**config.mk**
```make
export PLATFORM = sky130hd
export DESIGN_NAME = dmux_chan_buf
export DESIGN_NICKNAME = d
export VERILOG_FILES = /design/src/rtl/dmux_chan_buf.sv
export SDC_FILE = /design/constraint.sdc
export NUM_CORES = 1
export LEC_CHECK = 0
export ABC_AREA = 1
export ABC_CLOCK_PERIOD_IN_PS = 3100
export BUFFER_PORTS_ARGS = -buffer_cell sky130_fd_sc_hd__clkbuf_2
export CAP_MARGIN = 0
export CORE_MARGIN = 2
export CORE_UTILIZATION = 35
export DETAILED_ROUTE_END_ITERATION = 12
export GPL_ROUTABILITY_DRIVEN = 0
export PLACE_DENSITY_LB_ADDON = 0.05
export SLEW_MARGIN = 15
export SYNTH_ARGS = -nofsm -noshare
export SYNTH_HDL_FRONTEND = slang
export SYNTH_SLANG_ARGS = --single-unit
```
**constraint.sdc**
```tcl
create_clock -name clk -period 3.1 [get_ports clk]
set_input_delay 0.31 -clock clk [delete_from_list [all_inputs] [get_ports clk]]
set_output_delay 0.31 -clock clk [all_outputs]
set_load 0.005 [all_outputs]
```
**src/rtl/dmux_chan_buf.sv**
```systemverilog
// Buffered 1-to-2 stream demux: per-channel FIFOs with independent drains.
// Optional DMUX_CHAN_BUF_STATS_EN adds per-channel accept counters and a stall flag.
module dmux_chan_buf #(
    parameter int WIDTH = 8,
    parameter int DEPTH = 4,
    localparam int CW = $clog2(DEPTH) + 1
) (
    input  logic             clk,
    input  logic             rst_n,
    input  logic             in_valid,
    input  logic             in_sel,
    input  logic [WIDTH-1:0] in_data,
    output logic             in_ready,
    output logic             y0_valid,
    output logic [WIDTH-1:0] y0_data,
    input  logic             y0_ready,
    output logic [CW-1:0]    y0_count,
    output logic             y1_valid,
    output logic [WIDTH-1:0] y1_data,
    input  logic             y1_ready,
    output logic [CW-1:0]    y1_count
`ifdef DMUX_CHAN_BUF_STATS_EN
    ,
    output logic [15:0]      acc0_cnt,
    output logic [15:0]      acc1_cnt,
    output logic             stall
`endif
);

    localparam int AW = $clog2(DEPTH);

    logic [WIDTH-1:0] mem0_q [DEPTH];
    logic [WIDTH-1:0] mem1_q [DEPTH];
    logic [AW-1:0]    wptr0_q, wptr0_d;
    logic [AW-1:0]    rptr0_q, rptr0_d;
    logic [AW-1:0]    wptr1_q, wptr1_d;
    logic [AW-1:0]    rptr1_q, rptr1_d;
    logic [CW-1:0]    cnt0_q, cnt0_d;
    logic [CW-1:0]    cnt1_q, cnt1_d;

    logic full0, full1;
    logic push0, push1;
    logic pop0, pop1;

    assign full0 = (cnt0_q == CW'(DEPTH));
    assign full1 = (cnt1_q == CW'(DEPTH));

    assign in_ready = in_sel ? ~full1 : ~full0;

    assign push0 = in_valid & in_ready & ~in_sel;
    assign push1 = in_valid & in_ready & in_sel;

    assign y0_valid = (cnt0_q != '0);
    assign y1_valid = (cnt1_q != '0);

    assign pop0 = y0_valid & y0_ready;
    assign pop1 = y1_valid & y1_ready;

    // Stale words stay in the array after a pop, so gate the head on occupancy.
    assign y0_data = y0_valid ? mem0_q[rptr0_q] : '0;
    assign y1_data = y1_valid ? mem1_q[rptr1_q] : '0;

    assign y0_count = cnt0_q;
    assign y1_count = cnt1_q;

    always_comb begin
        wptr0_d = wptr0_q;
        rptr0_d = rptr0_q;
        cnt0_d  = cnt0_q;
        if (push0) begin
            wptr0_d = wptr0_q + AW'(1);
        end
        if (pop0) begin
            rptr0_d = rptr0_q + AW'(1);
        end
        unique case ({push0, pop0})
            2'b10:   cnt0_d = cnt0_q + CW'(1);
            2'b01:   cnt0_d = cnt0_q - CW'(1);
            default: cnt0_d = cnt0_q;
        endcase
    end

    always_comb begin
        wptr1_d = wptr1_q;
        rptr1_d = rptr1_q;
        cnt1_d  = cnt1_q;
        if (push1) begin
            wptr1_d = wptr1_q + AW'(1);
        end
        if (pop1) begin
            rptr1_d = rptr1_q + AW'(1);
        end
        unique case ({push1, pop1})
            2'b10:   cnt1_d = cnt1_q + CW'(1);
            2'b01:   cnt1_d = cnt1_q - CW'(1);
            default: cnt1_d = cnt1_q;
        endcase
    end

    always_ff @(posedge clk or negedge rst_n) begin
        if (!rst_n) begin
            wptr0_q <= '0;
            rptr0_q <= '0;
            cnt0_q  <= '0;
            wptr1_q <= '0;
            rptr1_q <= '0;
            cnt1_q  <= '0;
        end else begin
            wptr0_q <= wptr0_d;
            rptr0_q <= rptr0_d;
            cnt0_q  <= cnt0_d;
            wptr1_q <= wptr1_d;
            rptr1_q <= rptr1_d;
            cnt1_q  <= cnt1_d;
        end
    end

    always_ff @(posedge clk or negedge rst_n) begin
        if (!rst_n) begin
            for (int i = 0; i < DEPTH; i++) begin
                mem0_q[i] <= '0;
                mem1_q[i] <= '0;
            end
        end else begin
            if (push0) begin
                mem0_q[wptr0_q] <= in_data;
            end
            if (push1) begin
                mem1_q[wptr1_q] <= in_data;
            end
        end
    end

`ifdef DMUX_CHAN_BUF_STATS_EN
    logic [15:0] acc0_q, acc0_d;
    logic [15:0] acc1_q, acc1_d;
    logic        stall_q, stall_d;

    always_comb begin
        acc0_d  = push0 ? acc0_q + 16'd1 : acc0_q;
        acc1_d  = push1 ? acc1_q + 16'd1 : acc1_q;
        stall_d = in_valid & ~in_ready;
    end

    always_ff @(posedge clk or negedge rst_n) begin
        if (!rst_n) begin
            acc0_q  <= '0;
            acc1_q  <= '0;
            stall_q <= 1'b0;
        end else begin
            acc0_q  <= acc0_d;
            acc1_q  <= acc1_d;
            stall_q <= stall_d;
        end
    end

    assign acc0_cnt = acc0_q;
    assign acc1_cnt = acc1_q;
    assign stall    = stall_q;
`endif

endmodule

```
Word level (Yosys, flattened, before mapping)
Index checks and enable logic that the tools add are counted.

word-level totals
  bits in registers = 78
  bits of input ports = 14
  word-level logic and storage cells = 69

cells by class
  add/subtract/negate cells = 8
  magnitude comparators = 6
  equality and inequality tests = 6
  multiplexer cells = 17
  bitwise gates (word level) = 12
  reductions and logical operators = 6

operator list
  operator                                                     number
  bitwise mux 32 bit                                           2
  two-way mux 8 bit                                            8
  binary-select mux 8 bit (select 2 bit)                       2
  demux 8 bit (select 2 bit)                                   2
  >= comparator 3 bit (second input constant)                  4
  inverter 2 -> 3 bit                                          4
  case mux 3 bit (2 select lines)                              2
  adder 2 x 1 -> 2 bit (second input constant)                 4
  adder 3 x 1 -> 3 bit (second input constant)                 2
  == test 3 bit (second input constant)                        2
  less-than comparator 3 x 1 -> 1 bit (second input constant)  2
  nonzero test 3 bit                                           2
  subtractor 3 x 1 -> 3 bit (second input constant)            2
  bitwise AND 1 bit                                            5
  == test 2 x 1 -> 1 bit (second input constant)               2
  == test 2 bit (second input constant)                        2
  nonzero test 2 bit                                           2
  inverter 1 bit                                               3
  logical AND 1 bit                                            2
  two-way mux 1 bit                                            1

Depth between registers and ports, before layout
  depth after elaboration = 7
  depth in mapped cells = 11

Worst setup path before layout
OpenSTA, ideal clock, no wires.

  kind = register to register
  from = register cnt0_q[0], in the netlist y0_count[0]
  to = register cnt1_q[2], in the netlist y1_count[2]
  data arrival time = 1.928 ns
  data required time = 2.969 ns
  slack = 1.041 ns
  stages on the path, launching flop included = 11
  clock period less this slack = 2.059 ns
  cell sequence = dfrtp_1 > nor2_2 > nand2_2 > nand4_2 > buf_2 > ha_1 > inv_1 > fa_1 > a21oi_1 > o21ai_0 > xor2_1

on the way
  longest elaborated chain between the ends = 7
  elaborated cells between the ends (all ways) = 9
  those cells by class = eq/ne: 3; mux: 2; bitwise: 3; reduce/logical: 1

ends and longest elaborated chain
  item                                                                   line  RTL
  start, declared                                                        38    logic [CW-1:0] cnt0_q, cnt0_d;
  start signal, assigned                                                 111   cnt0_q <= cnt0_d;
  == test 3 bit (*)                                                      45    assign full0 = (cnt0_q == CW'(DEPTH));
  inverter 1 bit (*)                                                     48    assign in_ready = in_sel ? ~full1 : ~full0;
  two-way mux 1 bit (*)                                                  48
  bitwise AND 1 bit (*) (2 in series)                                    51    assign push1 = in_valid & in_ready & in_sel;
  == test 2 x 1 -> 1 bit or == test 2 bit (tied branches)                93    unique case ({push1, pop1})
  case mux 3 bit (2 select lines) or nonzero test 2 bit (tied branches)  --
  end signal, assigned                                                   114   cnt1_q <= cnt1_d;
  end, declared                                                          39    logic [CW-1:0] cnt1_q, cnt1_d;

Mark *: on every way between the ends. The rest lies on a longest branch, timed or not.
A chain may end at the register's enable or synchronous reset.

Final worst setup path
  from = register rptr0_q[1]
  to = output port y0_data[5]

on the way
  longest elaborated chain between the ends = 5

ends and longest elaborated chain
  item                                                   line  RTL
  start, declared                                        35    logic [AW-1:0] rptr0_q, rptr0_d;
  start signal, assigned                                 110   rptr0_q <= rptr0_d;
  inverter 2 -> 3 bit (implied by the code)              60    assign y0_data = y0_valid ? mem0_q[rptr0_q] : '0;
  binary-select mux 8 bit (select 2 bit)                 60
  two-way mux 8 bit (implied by the code) (2 in series)  60
  two-way mux 8 bit                                      60
  end, declared                                          15    output logic [WIDTH-1:0] y0_data,

Every way passes these cells. The select of a mux whose other input is x is not followed.

==> results_dict.tcl <==
set metrics [dict create \
    maxCapViolCount 0 \
    fin_util_pct 40.6 \
    grt_pass1_vias 3290 \
    crit_family "compound AO/OA/AOI/OAI gates" \
    internal_power_w 0.00304 \
    fin_hold_ws_ns 0.155 \
    row_count 39 \
    die_w_microns 113 \
    power.switching_w 0.00209 \
    htreeDepth 3 \
    syn_area_per_cell_sq_um 8.28 \
    hpwl_mm 6.92 \
    max_freq_mhz 418 \
    die_h_microns 113 \
    drt-wirelength-per-cell_microns 16.6 \
    cts_root_buffer "clkbuf_16" \
    synth_nets 524 \
    grt_max_degree 79 \
    drtPass1Iterations 5 \
    arrival_ns 2.08 \
    slowest_stage "dfrtp_1" \
    min_path_type "primary input to asynchronous set/reset pin" \
    path_buf_inv 2 \
    grt_antenna_before_repair 0 \
    leakage_nw 2.27 \
    core_sq_mm 0.0115 \
    cp-startpoint "rptr0_q[1]$_DFFE_PN0P_" \
    drt_iter0_markers 180 \
    yosys.area.top_type "dfrtp_1" \
    netlist_instances 498 \
    ys_top_cells_by_area "dfrtp_1 47%, o21ai_0 8.4%, nand2_1 8.2%" \
    outcome "complete, no violations" \
    yosysMostFrequentCell "nand2_1" \
    grt_util_all_layers_pct 18.8 \
    cts_tree "built" \
    ys.flop_type "dfrtp_1" \
    path_clk_slew_ns 0.06 \
    route.detailed.drc 0 \
    min_period_over_period_pct 77.1 \
    yosysTopAreaCellShare_pct 47.3 \
    synthArstFlopShare_pct 100 \
    cts_resized 0 \
    cp_max_fo 9 \
    die_area_sq_mm 0.0127 \
    end_kind "output pin" \
    fin_nets 546 \
    power_density_mw_per_mm2 1100 \
    insertion_delay_ns 0.34 \
    path_cells "clkinv_1 -> a21oi_1 -> o21ai_0 -> a21oi_1 -> clkbuf_2" \
    synth_commonest_cells "90 x nand2_1, 78 x dfrtp_1, 74 x inv_1, 69 x o21ai_0, 51 x a21oi_1" \
    power.share.clock_pct 21.1 \
    nFillCells 1205 \
    skew_ns 0.00452 \
    grt_first_pass_wirelength_mm 18.3 \
    portBuffers 38 \
    finalHoldViolations 0 \
    r2r-start "y0_count[0]$_DFFE_PN0P_" \
    setup_viol_count_final 0 \
    start_kind "flip-flop" \
    final.min_clock_period_ns 2.39 \
    hold_buffers 0 \
    setup-tns-final_ns 0 \
    power_w 0.00513 \
    ys_types 24 \
    slew_headroom_pct 30.0 \
    cts_num_sinks 78 \
    final_layout_size_suffix_gt1_share_pct 13.0 \
    cts_setup_buffers 0 \
    clockBufferDepth 2 \
    synth_edf_count 0 \
    worst_ep_required_time_ns 2.79 \
    crit_top_cell "a21oi_1" \
    synth_seq_cells 78 \
    avgViaCountPerCell 4.83 \
    max_stage_delay_ns 0.55 \
    start_util_pct 36.0 \
    ir_drop_mv 0.485 \
    rsz0062_at_grt "no" \
    vias 3224 \
    combPwrFrac_pct 44.3 \
    drt-total-wl_mm 11.1 \
    maxSlewViolCount 0 \
    cts_made_buffers 9 \
    tightest_slew_ns 1.05 \
    ys_seq_area_share_pct 47.3 \
    p_sw_share_pct 40.7 \
    grt_overflow 0 \
    area_growth_pct 12.9 \
    final_antenna_net_count 0 \
    n_antenna_cell 0 \
    criticalPathCategory "flip-flop to output pin" \
    ios 39 \
    ys_warn_count 0 \
    seq_power_share_pct 34.5 \
    syn-cell-area_sq_mm 0.00413 \
]
==> registers in the layout, summed over array words and instances, names as in the netlist <==
signal and count:
rptr0_q 2, wptr0_q 2, mem0_q 32, y0_count 3, mem1_q 32, rptr1_q 2, wptr1_q 2, y1_count 3
==> power by group through the flow <==
stage / registers, W / clock network [W] / logic (W)
after floorplan: 0.00170 / 0 / 0.00158
after global placement: 0.00178 / 0 / 0.00228
after detailed placement: 0.00179 / 0 / 0.00230
after CTS: 0.00177 / 0.00112 / 0.00232
after global routing: 0.00183 / 0.00117 / 0.00263
final: 0.00177 / 0.00108 / 0.00227
==> final timing paths <==
path                                           end  slack, ns  cells after the start
max                                     y0_data[5]       0.71                      5
min in group clk            rptr0_q[1]$_DFFE_PN0P_       0.33                      5
max reg2reg                y0_count[2]$_DFFE_PN0P_       0.93                      9
min reg2reg                  mem0_q[0]$_DFFE_PN0P_       0.49                      2
max in group asynchronous   mem0_q[15]$_DFFE_PN0P_       2.27                      1
min                        y1_count[1]$_DFFE_PN0P_       0.16                      1
==> placed cells by master (no fill, tap or decap) <==
cell / n
a21oi_1: 51
and2_1: 1
buf_4: 4
bufinv_16: 1
clkbuf_1: 1
clkbuf_16: 9
clkbuf_2: 37
clkbuf_8: 2
clkinv_1: 2
clkinv_2: 3
dfrtp_1: 78
fa_1: 2
ha_1: 10
inv_1: 74
inv_2: 2
nand2_1: 90
nand2_2: 1
nand3_1: 32
nand3_2: 1
nand3_4: 1
nand4_2: 1
nor2_1: 5
nor2_2: 3
nor2_4: 3
o21ai_0: 69
o21bai_1: 32
xnor2_1: 2
xor2_1: 8
==> metrics by stage <==
step / instance area, sq um / cells / worst slack, ns
2_1_floorplan: 4130 / 498 / 1.04
3_3_place_gp: 4350 / 652 / 0.982
3_5_place_dp: 4350 / 652 / 0.946
4_1_cts: 4660 / 668 / 0.691
5_1_grt: 4660 / 668 / 0.562
6_report: 4660 / 668 / 0.709
==> final cells by class <==
type	count	area, sq um	share of cell area (%)
timing repair buffer	41	215	4.62
inverter	78	293	6.29
sequential	78	1950	41.9
tap	143	179	3.84
clock inverter	4	45.0	0.967
multi-input combinational	312	1720	36.8
clock buffer	12	256	5.51
==> metal layers <==
metal / track usage (%) / up-vias / wire [microns]
li1: - / 1639 / -
met1: 26.2 / 1514 / 5380
met2: 29.6 / 58 / 5140
met3: 3.02 / 13 / 361
met4: 6.75 / 0 / 186
met5: 0 / - / 0
==> logic make-up after synthesis <==
kind of cell | share of synthesized area [%]
buffers and inverters | 11.1
AND/OR/NAND/NOR | 15.1
adder cells (fa/ha/maj) | 4.00
flip-flops | 47.3
XOR/XNOR | 2.12
AO/OA/AOI/OAI | 20.4
Power figures use the tool's default switching activity.
